**src/rtl/hazard_ctrl.sv**
```systemverilog
// hazard_ctrl: sequencing controller for the IF/ID and ID/EX pipeline stages.
// It stalls on load-use hazards for LOAD_STALL_CYCLES cycles and flushes
// wrong-path stages on a taken branch. It freezes the whole pipeline while
// data memory is busy. It also keeps saturating stall and flush counters.
// The control outputs are Mealy: they depend on the state and the current inputs.
// The counters and the state are registered.

module hazard_ctrl #(
  parameter int unsigned LOAD_STALL_CYCLES = 1,
  parameter int unsigned CNT_W             = 16
) (
  input  logic             clk,
  input  logic             rst,
  input  logic [31:0]      if_id_instr,
  input  logic             id_ex_mem_read,
  input  logic [4:0]       id_ex_rt,
  input  logic             ex_mem_branch_taken,
  input  logic             mem_busy,
  output logic             pc_write,
  output logic             if_id_write,
  output logic             id_ex_write,
  output logic             ctl_bubble,
  output logic             if_id_flush,
  output logic             id_ex_flush,
  output logic [CNT_W-1:0] stall_count,
  output logic [CNT_W-1:0] flush_count,
  output logic [1:0]       state
);

  typedef enum logic [1:0] {
    ST_IDLE   = 2'd0,
    ST_STALL  = 2'd1,
    ST_FREEZE = 2'd2
  } state_t;

  // Value loaded into the stall down-counter when a hazard is first seen;
  // the detecting cycle itself is the first of the stall cycles.
  localparam logic [3:0] STALL_INIT  = 4'(LOAD_STALL_CYCLES - 32'd1);
  localparam logic       MULTI_STALL = (LOAD_STALL_CYCLES > 32'd1);

  localparam logic [5:0] OP_RTYPE = 6'h00;
  localparam logic [5:0] OP_SW    = 6'h2B;
  localparam logic [5:0] OP_BEQ   = 6'h04;

  // Load-use detect. rs is always a source. rt is a source only for
  // R-type, store and beq instructions.
  function automatic logic hazard_detect(
    input logic        mem_read,
    input logic [4:0]  ld_rt,
    input logic [31:0] instr
  );
    logic       rt_is_src;
    logic       rs_hit;
    logic       rt_hit;
    rt_is_src = (instr[31:26] == OP_RTYPE) ||
                (instr[31:26] == OP_SW)    ||
                (instr[31:26] == OP_BEQ);
    rs_hit    = (ld_rt == instr[25:21]);
    rt_hit    = (ld_rt == instr[20:16]) && rt_is_src;
    return mem_read && (ld_rt != 5'd0) && (rs_hit || rt_hit);
  endfunction

  // Saturating increment: an all-ones counter holds instead of wrapping.
  function automatic logic [CNT_W-1:0] sat_inc(input logic [CNT_W-1:0] val);
    logic [CNT_W-1:0] one_v;
    one_v = {{(CNT_W-1){1'b0}}, 1'b1};
    if (val == {CNT_W{1'b1}}) begin
      return val;
    end else begin
      return val + one_v;
    end
  endfunction

  state_t     state_r;
  state_t     ret_state_r;
  logic [3:0] cnt_r;

  state_t     eff_state_s;
  state_t     next_state_s;
  state_t     next_ret_s;
  logic [3:0] next_cnt_s;
  logic       hz_s;
  logic       stall_inc_s;
  logic       flush_inc_s;

  assign hz_s  = hazard_detect(id_ex_mem_read, id_ex_rt, if_id_instr);
  assign state = state_r;

  // The effective state is the state in which this cycle's inputs are acted on.
  // In the first cycle after a freeze this is the saved state. That cycle then
  // counts as a normal stall or idle cycle.
  always_comb begin
    eff_state_s = ST_IDLE;
    case (state_r)
      ST_IDLE:   eff_state_s = ST_IDLE;
      ST_STALL:  eff_state_s = ST_STALL;
      ST_FREEZE: eff_state_s = ret_state_r;
      default:   eff_state_s = ST_IDLE;
    endcase
  end

  // Mealy control outputs and next-state logic.
  // Priority, highest first: rst, then mem_busy, then branch, then stall/hazard.
  always_comb begin
    pc_write     = 1'b1;
    if_id_write  = 1'b1;
    id_ex_write  = 1'b1;
    ctl_bubble   = 1'b0;
    if_id_flush  = 1'b0;
    id_ex_flush  = 1'b0;
    next_state_s = eff_state_s;
    next_ret_s   = ret_state_r;
    next_cnt_s   = cnt_r;
    stall_inc_s  = 1'b0;
    flush_inc_s  = 1'b0;
    if (rst) begin
      next_state_s = ST_IDLE;
      next_ret_s   = ST_IDLE;
      next_cnt_s   = 4'd0;
    end else if (mem_busy) begin
      // Freeze everything, keep cnt, remember where to resume.
      pc_write     = 1'b0;
      if_id_write  = 1'b0;
      id_ex_write  = 1'b0;
      next_state_s = ST_FREEZE;
      next_ret_s   = eff_state_s;
    end else if (ex_mem_branch_taken) begin
      // Wrong-path work, including any pending stall, is discarded.
      if_id_flush  = 1'b1;
      id_ex_flush  = 1'b1;
      next_state_s = ST_IDLE;
      next_cnt_s   = 4'd0;
      flush_inc_s  = 1'b1;
    end else if (eff_state_s == ST_STALL) begin
      pc_write    = 1'b0;
      if_id_write = 1'b0;
      ctl_bubble  = 1'b1;
      stall_inc_s = 1'b1;
      if (cnt_r <= 4'd1) begin
        next_state_s = ST_IDLE;
        next_cnt_s   = 4'd0;
      end else begin
        next_state_s = ST_STALL;
        next_cnt_s   = cnt_r - 4'd1;
      end
    end else if (hz_s) begin
      pc_write    = 1'b0;
      if_id_write = 1'b0;
      ctl_bubble  = 1'b1;
      stall_inc_s = 1'b1;
      if (MULTI_STALL) begin
        next_state_s = ST_STALL;
        next_cnt_s   = STALL_INIT;
      end else begin
        // The bubble clears id_ex_mem_read, so the hazard is not seen again.
        next_state_s = ST_IDLE;
        next_cnt_s   = 4'd0;
      end
    end else begin
      next_state_s = ST_IDLE;
    end
  end

  // State, saved return state and stall down-counter registers.
  always_ff @(posedge clk) begin
    if (rst) begin
      state_r     <= ST_IDLE;
      ret_state_r <= ST_IDLE;
      cnt_r       <= 4'd0;
    end else begin
      state_r     <= next_state_s;
      ret_state_r <= next_ret_s;
      cnt_r       <= next_cnt_s;
    end
  end

  // Saturating performance counters for stall cycles and branch flushes.
  always_ff @(posedge clk) begin
    if (rst) begin
      stall_count <= {CNT_W{1'b0}};
      flush_count <= {CNT_W{1'b0}};
    end else begin
      if (stall_inc_s) begin
        stall_count <= sat_inc(stall_count);
      end else begin
        stall_count <= stall_count;
      end
      if (flush_inc_s) begin
        flush_count <= sat_inc(flush_count);
      end else begin
        flush_count <= flush_count;
      end
    end
  end

endmodule

```
**config.mk**
```make
export PLATFORM = sky130hd
export DESIGN_NAME = hazard_ctrl
export DESIGN_NICKNAME = d
export VERILOG_FILES = /design/src/rtl/hazard_ctrl.sv
export SDC_FILE = /design/constraint.sdc
export NUM_CORES = 1
export LEC_CHECK = 0
export BUFFER_PORTS_ARGS = -buffer_cell sky130_fd_sc_hd__buf_4
export CAP_MARGIN = 10
export CELL_PAD_IN_SITES_DETAIL_PLACEMENT = 0
export CELL_PAD_IN_SITES_GLOBAL_PLACEMENT = 2
export CORE_ASPECT_RATIO = 0.9
export CORE_MARGIN = 2
export CORE_UTILIZATION = 29
export CTS_CLUSTER_SIZE = 24
export DETAILED_ROUTE_END_ITERATION = 10
export PLACE_DENSITY = 0.8
export SYNTH_ARGS = -nofsm -noshare
export SYNTH_HDL_FRONTEND = slang
export SYNTH_SLANG_ARGS = --single-unit
```
**constraint.sdc**
```tcl
create_clock -name clk -period 3.3 [get_ports clk]
set_input_delay 0.165 -clock clk [delete_from_list [all_inputs] [get_ports clk]]
set_output_delay 0.165 -clock clk [all_outputs]
set_load 0.005 [all_outputs]
```
# After elaboration in Yosys (flattened, before gate mapping)
# Cells that the tools add are included.
[totals] output_inout_bits=40 wordCells=60 inputBits=42 ff_bits=40
[classes] n_eq_ne=9 magnitude_cmp=1 n_reduce_logical=13 n_addsub=3 n_mux=24 bitwise_logic=4
[op_table] op="16-bit by 1-bit adder with 16-bit output, second input constant" count=2
[op_table] op="16-bit equality test, second input constant" count=2
[op_table] op="1-bit 2-to-1 mux" count=16
[op_table] op="4-bit 2-to-1 mux" count=4
[op_table] op="5-bit equality test" count=2
[op_table] op="6-bit by 3-bit equality test with 1-bit output, second input constant" count=1
[op_table] op="6-bit equality test, second input constant" count=1
[op_table] op="6-bit zero test" count=1
[op_table] op="2-bit 2-to-1 mux" count=3
[op_table] op="2-bit AND reduction" count=3
[op_table] op="5-bit nonzero test" count=1
[op_table] op="2-bit by 1-bit equality test with 1-bit output, second input constant" count=2
[op_table] op="4-bit by 1-bit less-or-equal comparator with 1-bit output, second input constant" count=1
[op_table] op="1-bit inverter" count=4
[op_table] op="2-bit one-hot mux with 2 select lines" count=1
[op_table] op="4-bit OR reduction" count=1
[op_table] op="4-bit by 1-bit subtractor with 4-bit output, second input constant" count=1
[op_table] op="1-bit logical AND" count=3
[op_table] op="1-bit logical OR" count=3
[op_table] op="3-bit nonzero test" count=1
[op_table] op="2-bit equality test, second input constant" count=1

# Longest topological paths before layout
# Gate-level depths: netlist (run 1).
[logic_depth] ltp_word=12 mapped_depth=9 mapped_depth_nobuf=8

# Worst setup path before layout (run 1)
# OpenSTA, ideal clock, no wires.
[synth_timing] path_type="reg-to-reg" startpoint="reg state_r[0] (netlist: state[0])" endpoint="reg stall_count[7]" stages_incl_launch_ff=9 period_less_slack_ns=2.189 path_slack_ns=1.111 setup_ns=0.121 arrival_time_ns=2.068 path_buffers=1 required_time_ns=3.179 path_cell_list="dfxtp_1 -> inv_1 -> ha_1 -> a211o_1 -> a21oi_1 -> nand2_1 -> buf_4 -> nor4_1 -> mux2_2"
[synth_between] elab_chain_len=8 elab_cells_between_ends=9 cone_classes="eq/ne (3); mux (5); reduce/logical (1)"
[synth_rtl] element="start, declared" line="74" text="state_t state_r;"
[synth_rtl] element="start signal, assigned" line="171" text="state_r <= next_state_s;"
[synth_rtl] element="2-bit equality test or 2-bit by 1-bit equality test with 1-bit output (tied branches)" line="94" text="case (state_r)"
[synth_rtl] element="2-bit one-hot mux with 2 select lines *" line="94"
[synth_rtl] element="2-bit by 1-bit equality test with 1-bit output *" line="134" text="end else if (eff_state_s == ST_STALL) begin"
[synth_rtl] element="1-bit 2-to-1 mux *" line="134"
[synth_rtl] element="1-bit 2-to-1 mux *" line="127" text="end else if (ex_mem_branch_taken) begin"
[synth_rtl] element="1-bit 2-to-1 mux *" line="120" text="end else if (mem_busy) begin"
[synth_rtl] element="1-bit 2-to-1 mux *" line="116" text="if (rst) begin"
[synth_rtl] element="2-bit AND reduction (no line) *"
[synth_rtl] element="end signal, assigned" line="180" text="stall_count <= {CNT_W{1'b0}};"
[synth_rtl] element="end signal, assigned" line="184" text="stall_count <= sat_inc(stall_count);"
[synth_rtl] element="end signal, assigned" line="186" text="stall_count <= stall_count;"
[synth_rtl] element="end, declared" line="25" text="output logic [CNT_W-1:0] stall_count,"
# Mark *: on every way between the ends. The rest lies on a longest branch, timed or not.
# A chain may end at the register's enable or synchronous reset.

# Final worst setup path (run 1)
# Ends and elaborated chain as after synthesis.

==> metrics, run 1 <==
status=complete, no violations; Final Cell Area=2909 sq um; placer congestion estimate=approximately 0.77; vias in the first global route=around 1,900; CTS Root Cell=clkbuf_8; area of the mapped netlist=2217 sq um; most frequent cells in the layout=67 x buf_4, 40 x dfxtp_1, 28 x nor2_1; main combinational cell family by area after synthesis=simple AND/OR/NAND/NOR gates; Buffers on Ports=65; HP Start=mem_busy; total gr overflow=0; Setup TNS=0 ps; number of synthesized flops with an enable pin=0; sequential share of the synthesized area=36.12%; endpoints failing setup=0; Clk Latency, worst-skew pair=290 ps; Final Skew=8.050 ps; layout cell share with drive strength beyond 1=25.15%; Sw Pwr=0.0002245 W; leak pwr=1.071 nW; crit path max fanout=11; DR DRC count=0; vias post-DR=around 2,100; top-level I/O count=82; Netlist cell types=46; die height=86.95 um; CP Data Arrival Time=2720 ps; RR Endpoint=stall_count[7]$_SDFFE_PP0P_; Place WS=799.4 ps; global-route usage over all layers=14.59%; Initial Util=between 20% and 30%; worst hold path class=input port to flip-flop; cell count after synthesis=roughly 270; CTS sink count=40; worst-case reg-to-reg path depth=7; startpoint types=flip-flop; mux contribution to synthesized area=2.370%; Synth Register Bits=40; ranking of synthesized cells by area=dfxtp_1 36%, xnor2_1 7.5%, nor2_1 4.7%; slew of the pin with the lowest slew margin=628.5 ps; critical path's slowest cell=mux2_2; Post-CTS Resized=0; global-route wire length before repair=9715 um; cts bufs inserted=5; sequential share of power=~50%; CTS tree=built; routed len/inst=13.78 um; RSZ-0062 raised after global routing=false; net count after synthesis=between 300 and 400; Post-CTS Hold Buffers=0; CTS H-tree lvls=2; Synth top area share=36.12%; Syn-to-layout area delta=31.21%; most common cell after layout, fill and taps aside=buf_4; Async S/R FF share, synth=0%; crit-path max cell delay=370 ps; site row count=30; final wirelength=roughly 6000 um; Max Cap Violations=0; Placed Area=2798 sq um; core area=7470 sq um; FF/Latch Area=about 800 sq um; Clk network pwr share=41.6%; final worst setup slack=761.0 ps; Clock transition at path regs=80 ps; Peak VDD IR=0.1614 mV; drt initial violations=64; Synth Area per Inst=8.304 sq um; antenna cell count=0; R2R Setup Slk=760 ps; slew margin rel.=57.74%; ys flop type=dfxtp_1; compound-cell area share of the yosys netlist=14.39%; logic gate share of total power=8.6%; Worst EP required=3480 ps; via density per instance=4.979; XOR/XNOR share of the synthesized area=8.691%; area leader, netlist=dfxtp_1; DR pass1 iterations=4; r2r startpoint=state[0]$_SDFF_PP0_; Multi-input gate area=1336 sq um; Final min period=~2500 ps; Core Util, Final=38.94%; endpoints failing hold=0; die area=8362 sq um; Hold Path End=ret_state_r[0]$_SDFFE_PP0P_; dpl hpwl=approximately 4300 um; postcts setup bufs=0; Setup Crit Path Kind=flip-flop to flip-flop; Yosys warnings=0; final period utilization=76.94%; Die X=a little under 100 um; cell-internal power=0.0007491 W; Filler cells=approximately 790; fmax=393.9 MHz; Power Dens Cells=334.7 nW/um^2; largest net degree at the start of global routing=40; Net Sw Frac=23.06%; hold path cells=3; CP endpoint kind=flip-flop; Synth Area in Simple Gates=31.43%; Longest Clk Path Bufs=2; fin nets=381; max-slew violations=0; Adder-Cell Fraction of Synth Area=under 10%; post-route ant nets=0; antenna violations before repair=0; Critical Path, Cell by Cell=inv_1, ha_1, a211o_1, a21oi_1, nand2_1, nor4_1, mux2_2
[Yosys cell counts (2+ instances only)]
cell type	count
or4_1	4
nand2_1	20
nand4_1	10
clkbuf_1	4
nor3b_1	3
nor2_1	28
o311ai_0	2
nor3_1	10
o21ai_0	12
xor2_1	3
nor4_1	11
xnor2_1	19
o21a_1	2
inv_1	10
ha_1	6
o41ai_1	2
and4_1	4
buf_4	3
mux2i_1	3
and4b_1	2
or4_4	3
mux2_2	2
nand3_1	8
or3_1	8
o31ai_1	4
nor2b_1	3
nor4b_1	2
dfxtp_1	40
and2_1	3
a21oi_1	20
[how the worst max path moves through the flow]
| stage | cells past startpoint | to | startpoint |
|---|---|---|---|
| 2_1_floorplan | 8 | stall_count[7]$_SDFFE_PP0P_ | state[0]$_SDFF_PP0_ |
| 3_3_place_gp | 7 | stall_count[7]$_SDFFE_PP0P_ | state[0]$_SDFF_PP0_ |
| 3_5_place_dp | 7 | stall_count[7]$_SDFFE_PP0P_ | state[0]$_SDFF_PP0_ |
| 4_1_cts | 7 | stall_count[7]$_SDFFE_PP0P_ | state[0]$_SDFF_PP0_ |
| 5_1_grt | 7 | stall_count[7]$_SDFFE_PP0P_ | state[0]$_SDFF_PP0_ |
| 6_report | 7 | stall_count[7]$_SDFFE_PP0P_ | state[0]$_SDFF_PP0_ |
[per-layer routing]
layer / vias up / wire [um] / track usage [%]
li1: 1107 / - / -
met1: 997 / 2982 / 21.36
met2: 33 / 2661 / 21.78
met3: 4 / 250 / 3.290
met4: 0 / 31 / 3.117
met5: - / 0 / 0
[area by class of cell]
type	instances	area share (%)
sequential	40	27.53
clock buffer	5	2.366
timing repair buffer	67	17.29
inverter	10	1.290
tap	96	4.129
multi-input combinational	209	45.94
clock inverter	3	1.462
[critical path, delay by kind of cell (launching register included)]
family | cells | cell delay (ps)
compound gates | 2 | 690
fa+ha+maj | 1 | 310
buf+inv | 1 | 50
flops | 1 | 360
mux | 1 | 370
simple gates | 2 | 650
[registers in the layout (all words and copies together), names as in the netlist]
| signal | flops |
|---|---|
| stall_count | 16 |
| flush_count | 16 |
| state | 2 |
| cnt_r | 4 |
| ret_state_r | 2 |
[stage by stage]
stage          hold slack [ps]  total power, W  std cells
3_5_place_dp             444.2       0.0005815        422
6_report                 200.9       0.0009737        430
5_1_grt                  187.6        0.001022        430
3_3_place_gp             438.4       0.0005805        422
2_1_floorplan            331.4       0.0005358        267
4_1_cts                  189.0       0.0009917        430
[power by group through the flow]
stage	clock network (W)	registers [W]	logic (W)
2_1_floorplan	0	0.000497	0.0000391
3_3_place_gp	0	0.000497	0.0000836
3_5_place_dp	0	0.000497	0.0000845
4_1_cts	0.000421	0.000486	0.0000852
5_1_grt	0.000444	0.000486	0.0000918
6_report	0.000405	0.000485	0.0000835
[kinds of logic after synthesis]
| logic type | count (synthesis) |
|---|---|
| xor+xnor | 22 |
| simple gates | 125 |
| buf+inv | 18 |
| compound gates | 51 |
| fa+ha+maj | 6 |
| mux | 5 |
| flops | 40 |
Power figures use the tool's default switching activity.
==> run 2: changes to the inputs <==
CORE_UTILIZATION = 25   (was 29)
PLACE_DENSITY = 0.73   (was 0.8)
clock period = 2.2 ns   (was 3.3 ns; I/O delays follow)
==> run 2 against run 1 <==
Net effect: utilization fell by 1.4 points; critical path depth rose by 1; largest cell class unchanged; setup slack worse by 690 ps; sequential cell count is the same; final cell count is 11% higher; hold slack got worse by 190 ps; total power is 54% higher; clock power rose by 56%; critical endpoint is now stall_count[12]$_SDFFE_PP0P_; die area rose by 15%; wire length increased by 7.5%; count of clock-buffer cells in the layout stayed put.
==> metrics, run 2 (same netlist as run 1, synthesis figures left out) <==
status=complete, no violations; die area=slightly below 10,000 sq um; fin nets=about 410; RSZ-0062 raised after global routing=false; vias post-DR=2,271; CTS Root Cell=clkbuf_8; total gr overflow=0; Levels on crit path=8; vias in the first global route=between 2,000 and 2,500; Buf/Inv on CP=1; Setup TNS=0 ps; final period utilization=between 90% and 100%; max-slew violations=0; crit-path max cell delay=approximately 480 ps; CP delay by family, top=compound AO/OA/AOI/OAI gates; startpoint types=flip-flop; slew of the pin with the lowest slew margin=between 400 and 500 ps; Max Cap Violations=0; Initial Util=25.76%; placer congestion estimate=0.7208; site row count=32; post-route ant nets=0; Clock transition at path regs=90 ps; crit path max fanout=5; most frequent CP cell=o21a_1; Final Skew=8.531 ps; DR pass1 iterations=4; worst hold path class=input port to flip-flop; Longest Clk Path Bufs=2; die height=93.34 um; Peak VDD IR=0.2147 mV; most common cell after layout, fill and taps aside=buf_4; dpl hpwl=approximately 4700 um; CP endpoint kind=flip-flop; Die X=103.3 um; routed len/inst=13.30 um; largest registers=flush_count x16, stall_count x16, cnt_r x4; Critical Path, Cell by Cell=inv_2, ha_4, a21oi_2, a211o_4, a21o_1, or4_4, o21a_1, o21a_1; Setup Crit Path Kind=flip-flop to flip-flop; core area=around 8600 sq um; final wirelength=6370 um; leak pwr=1.218 nW; Buffers on Ports=65; slew margin rel.=approximately 67%; most frequent cells in the layout=92 x buf_4, 38 x dfxtp_1, 27 x nor2_1; Core Util, Final=37.56%; antenna violations before repair=0; worst-case reg-to-reg path depth=8; CTS tree=built; global-route usage over all layers=roughly 14%; fmax=469.2 MHz; Syn-to-layout area delta=45.82%; CP Data Arrival Time=2330 ps; endpoints failing setup=0; CTS sink count=40; Final min period=2131 ps; Worst EP required=around 2400 ps; DR DRC count=0; layout cell share with drive strength beyond 1=35.28%; Power Dens Cells=464.0 nW/um^2; largest net degree at the start of global routing=34; via density per instance=about 4.7; antenna cell count=0; cts bufs inserted=5; critical path's slowest cell=or4_4; top-level I/O count=82; CTS H-tree lvls=2; Clk Latency, worst-skew pair=300 ps; drt initial violations=66; hold path cells=2; endpoints failing hold=0; Post-CTS Hold Buffers=0; global-route wire length before repair=roughly 11,000 um
-- run 2: what timing repair did --
item / in CTS / in global routing
setup endpoints to repair: 12 / 15
resized for setup: 5 / 19
setup buffers: 4 / 0
pin swaps: 3 / 7
endpoints found under the hold margin: 0 / 0
-- run 2: worst reg2reg max path: stages (launching register included) --
cell and delay, ps:
dfxtp_4 370, inv_2 70, ha_4 150, a21oi_2 60
a211o_4 350, a21o_1 190, or4_4 480, o21a_1 200
o21a_1 170
-- run 2: per-layer routing --
layer	track usage [%]	share of wire [%]
met5	0	0
met4	3.070	0.83
met3	2.765	3.0
met2	21.75	45
met1	18.89	51
-- run 2: area by class of cell --
class | count | area [sq um]
repair buffers | 93 | 701.9
clock inverters | 3 | 47.55
fillers | 899 | 5375
inverters | 10 | 37.54
clock buffers | 5 | 68.82
multi-input cells | 209 | 1420
well taps | 119 | 148.9
flip-flops and latches | 40 | 808.3
-- run 2: worst paths after layout --
check,from,end,slack [ps]
max,state[0]$_SDFF_PP0_,stall_count[12]$_SDFFE_PP0P_,70
min reg2reg,ret_state_r[1]$_SDFFE_PP0P_,ret_state_r[1]$_SDFFE_PP0P_,470
min,rst,state[0]$_SDFF_PP0_,10
max reg2reg,state[0]$_SDFF_PP0_,stall_count[12]$_SDFFE_PP0P_,70
-- run 2: stage by stage --
stage	worst slack, ps	cells	total power, W	area [sq um]	hold WS (ps)
after global placement	-65.11	467	0.0008775	2992	341.8
after global routing	0.3146	479	0.001570	3233	25.36
after CTS	3.003	479	0.001522	3159	14.06
after detailed placement	-47.82	467	0.0008792	2992	339.6
final	68.69	479	0.001500	3233	10.30
after floorplan	10.86	267	0.0008037	2217	276.4
-- run 2: power breakdown --
group	switching [W]	leakage (nW)	internal (W)	total (W)
logic	0.0000689	0.836	0.0000724	0.000141
clock network	0.000290	0.0583	0.000342	0.000632
registers	0.00000322	0.324	0.000724	0.000727
==> run 3: changes to the inputs <==
ABC_AREA = 1   (was not set)
CORE_UTILIZATION = 24   (was 25)
PLACE_DENSITY = 0.74   (was 0.73)
REMOVE_ABC_BUFFERS = 1   (was not set)
TNS_END_PERCENT = 1   (was not set)
==> run 3 against run 2 <==
Net effect: die area up 17%; fmax up 13%; count of clock-buffer cells in the layout up 2; register-to-register slack better by 240 ps.
==> metrics, run 3 <==
status=complete, no violations; vias in the first global route=2,472; sequential share of the synthesized area=32.00%; compound-cell area share of the yosys netlist=9.450%; Synth Register Bits=40; die area=11,260 sq um; antenna violations before repair=0; Max Cap Violations=0; CTS tree=built; Setup TNS=0 ps; crit path max fanout=8; Synth Area in Simple Gates=36.20%; site row count=35; most common cell after layout, fill and taps aside=nand2_1; top cells by count, synth=92 x nand2_1, 54 x inv_1, 42 x nor2_1; worst-case reg-to-reg path depth=10; ranking of synthesized cells by area=dfxtp_1 32%, nand2_1 14%, inv_1 8.1%; Synth top area share=32.00%; layout cell share with drive strength beyond 1=between 20% and 30%; r2r startpoint=flush_count[0]$_SDFFE_PP0P_; routed len/inst=~12 um; global-route wire length before repair=11,820 um; Buf/Inv on CP=1; core area=10,200 sq um; slew margin rel.=71.14%; HP Start=mem_busy; CP endpoint kind=flip-flop; CTS sink count=40; cts bufs inserted=5; final wirelength=about 7000 um; vias post-DR=2,515; endpoints failing setup=0; cell count after synthesis=378; RR Endpoint=flush_count[12]$_SDFFE_PP0P_; max-slew violations=0; CTS H-tree lvls=2; CP Data Arrival Time=2100 ps; slew of the pin with the lowest slew margin=between 400 and 500 ps; most frequent CP cell=nand2_1; area leader, netlist=dfxtp_1; DR DRC count=0; Post-CTS Hold Buffers=0; endpoints failing hold=0; placer congestion estimate=about 0.80; fmax=530.1 MHz; Clock transition at path regs=60 ps; largest registers=flush_count x16, stall_count x16, cnt_r x4; largest net degree at the start of global routing=29; ys flop type=dfxtp_1; Netlist cell types=32; Post-CTS Resized=0; Clk Latency, worst-skew pair=280 ps; Peak VDD IR=0.2888 mV; Longest Clk Path Bufs=2; Async S/R FF share, synth=0%; dpl hpwl=5329 um; mux contribution to synthesized area=0%; Hold Path End=ret_state_r[0]$_SDFFE_PP0P_; Finished Layout Cells=580; drt initial violations=65; final period utilization=85.75%; via density per instance=approximately 4.3; Final Skew=2.809 ps; antenna cell count=0; Worst EP required=2420 ps; DR pass1 iterations=4; Setup Crit Path Kind=flip-flop to flip-flop; area of the mapped netlist=2502 sq um; Yosys warnings=0; R2R Setup Slk=around 310 ps; main combinational cell family by area after synthesis=simple AND/OR/NAND/NOR gates; leak pwr=roughly 1.4 nW; most frequent cells in the layout=92 x nand2_1, 76 x buf_4, 54 x inv_1; total gr overflow=0; Synth Area per Inst=6.620 sq um; placed insts=572; crit-path max cell delay=350 ps; critical path's slowest cell=dfxtp_1; Final min period=approximately 1900 ps; global-route usage over all layers=12.78%; postcts setup bufs=0; startpoint types=flip-flop; Power Dens Cells=487.7 nW/um^2; Die X=111.6 um; RSZ-0062 raised after global routing=false; Initial Util=24.52%; Adder-Cell Fraction of Synth Area=3.000%; count leader, synth=nand2_1; Syn-to-layout area delta=32.90%; CTS Root Cell=clkbuf_16; post-route ant nets=0; hold path cells=3; Critical Path, Cell by Cell=ha_1, inv_1, nor3_1, nand4_1, nand2_1, nor2_1, nand2_1, o21ai_1, nand2_1, nor2_1; die height=100.9 um; Buffers on Ports=65; fin nets=498; CP delay by family, top=simple AND/OR/NAND/NOR gates; number of synthesized flops with an enable pin=0; XOR/XNOR share of the synthesized area=slightly below 9%; top-level I/O count=82; worst hold path class=input port to flip-flop
==> run 3: changes by cell type after synthesis, sizes merged, moves of 7 or more <==
| cell | change |
|---|---|
| nand2 | +75 |
| inv | +45 |
| nor2 | +15 |
| xor2 | +14 |
| xnor2 | -11 |
| nand4 | +10 |
| nor4 | -10 |
| a21oi | +9 |
| nand3 | +9 |
| or3 | -8 |
| or4 | -7 |
==> run 3: metal layers <==
metal	global-route usage (%)	vias to the layer above	share of wire, %
met3	2.826	6	4.2
met1	17.33	1108	51
met4	2.849	0	0.96
met5	0	-	0
met2	20.93	46	44
li1	-	1355	-
==> run 3: logic make-up (layout without fill, tap and decap cells) <==
group | Yosys count | count (layout)
AND/OR/NAND/NOR | 196 | 196
buffers and inverters | 66 | 139
adder cells (fa/ha/maj) | 6 | 6
AO/OA/AOI/OAI | 45 | 45
flip-flops | 40 | 40
XOR/XNOR | 25 | 25
==> run 3: cell type report <==
cell class                 instances  area, sq um
clock inverter                     1        7.507
multi-input combinational        272         1436
clock buffer                       7        142.6
timing repair buffer              76        570.5
inverter                          55        206.4
fill                            1149         6878
tap                              129        161.4
sequential                        40        800.8
==> run 3: how the worst max path moves through the flow <==
stage | from | to | slack, ps | cells after the start
final | flush_count[0]$_SDFFE_PP0P_ | flush_count[12]$_SDFFE_PP0P_ | 310 | 10
after global routing | flush_count[0]$_SDFFE_PP0P_ | flush_count[12]$_SDFFE_PP0P_ | 60 | 9
after CTS | flush_count[0]$_SDFFE_PP0P_ | flush_count[12]$_SDFFE_PP0P_ | 290 | 10
after detailed placement | flush_count[0]$_SDFFE_PP0P_ | flush_count[10]$_SDFFE_PP0P_ | 310 | 9
after global placement | stall_count[0]$_SDFFE_PP0P_ | stall_count[0]$_SDFFE_PP0P_ | 310 | 10
after floorplan | stall_count[0]$_SDFFE_PP0P_ | stall_count[0]$_SDFFE_PP0P_ | 440 | 10
==> run 3: worst register-to-register path: cells and delay by family (launching register included) <==
kind | cells | cell delay, ps
adders and majority gates | 1 | 220
AOI/OAI and AO/OA | 1 | 160
and+or+nand+nor | 7 | 980
buffers and inverters | 1 | 100
DFF | 1 | 350
==> run 3: through the flow <==
stage	util [%]	setup slack [ps]	hold WS (ps)	cell area, sq um	total power [W]
floorplan	-	442.8	172.4	2444	0.0008031
global placement	31.12	311.7	419.9	3176	0.0008909
detailed placement	31.12	305.0	426.4	3176	0.0008905
CTS	32.59	290.0	130.9	3326	0.001656
global route	32.59	57.10	164.4	3326	0.001696
finish	32.59	313.4	137.6	3326	0.001622
==> run 3: where the power goes <==
| group | total, W | internal (W) | leakage, nW | switching [W] |
|---|---|---|---|---|
| Combinational | 0.000139 | 0.0000648 | 1.04 | 0.0000746 |
| Sequential | 0.000732 | 0.000728 | 0.323 | 0.00000361 |
| Clock | 0.000751 | 0.000452 | 0.0701 | 0.000299 |
| Total | 0.00162 | 0.00125 | 1.43 | 0.000377 |
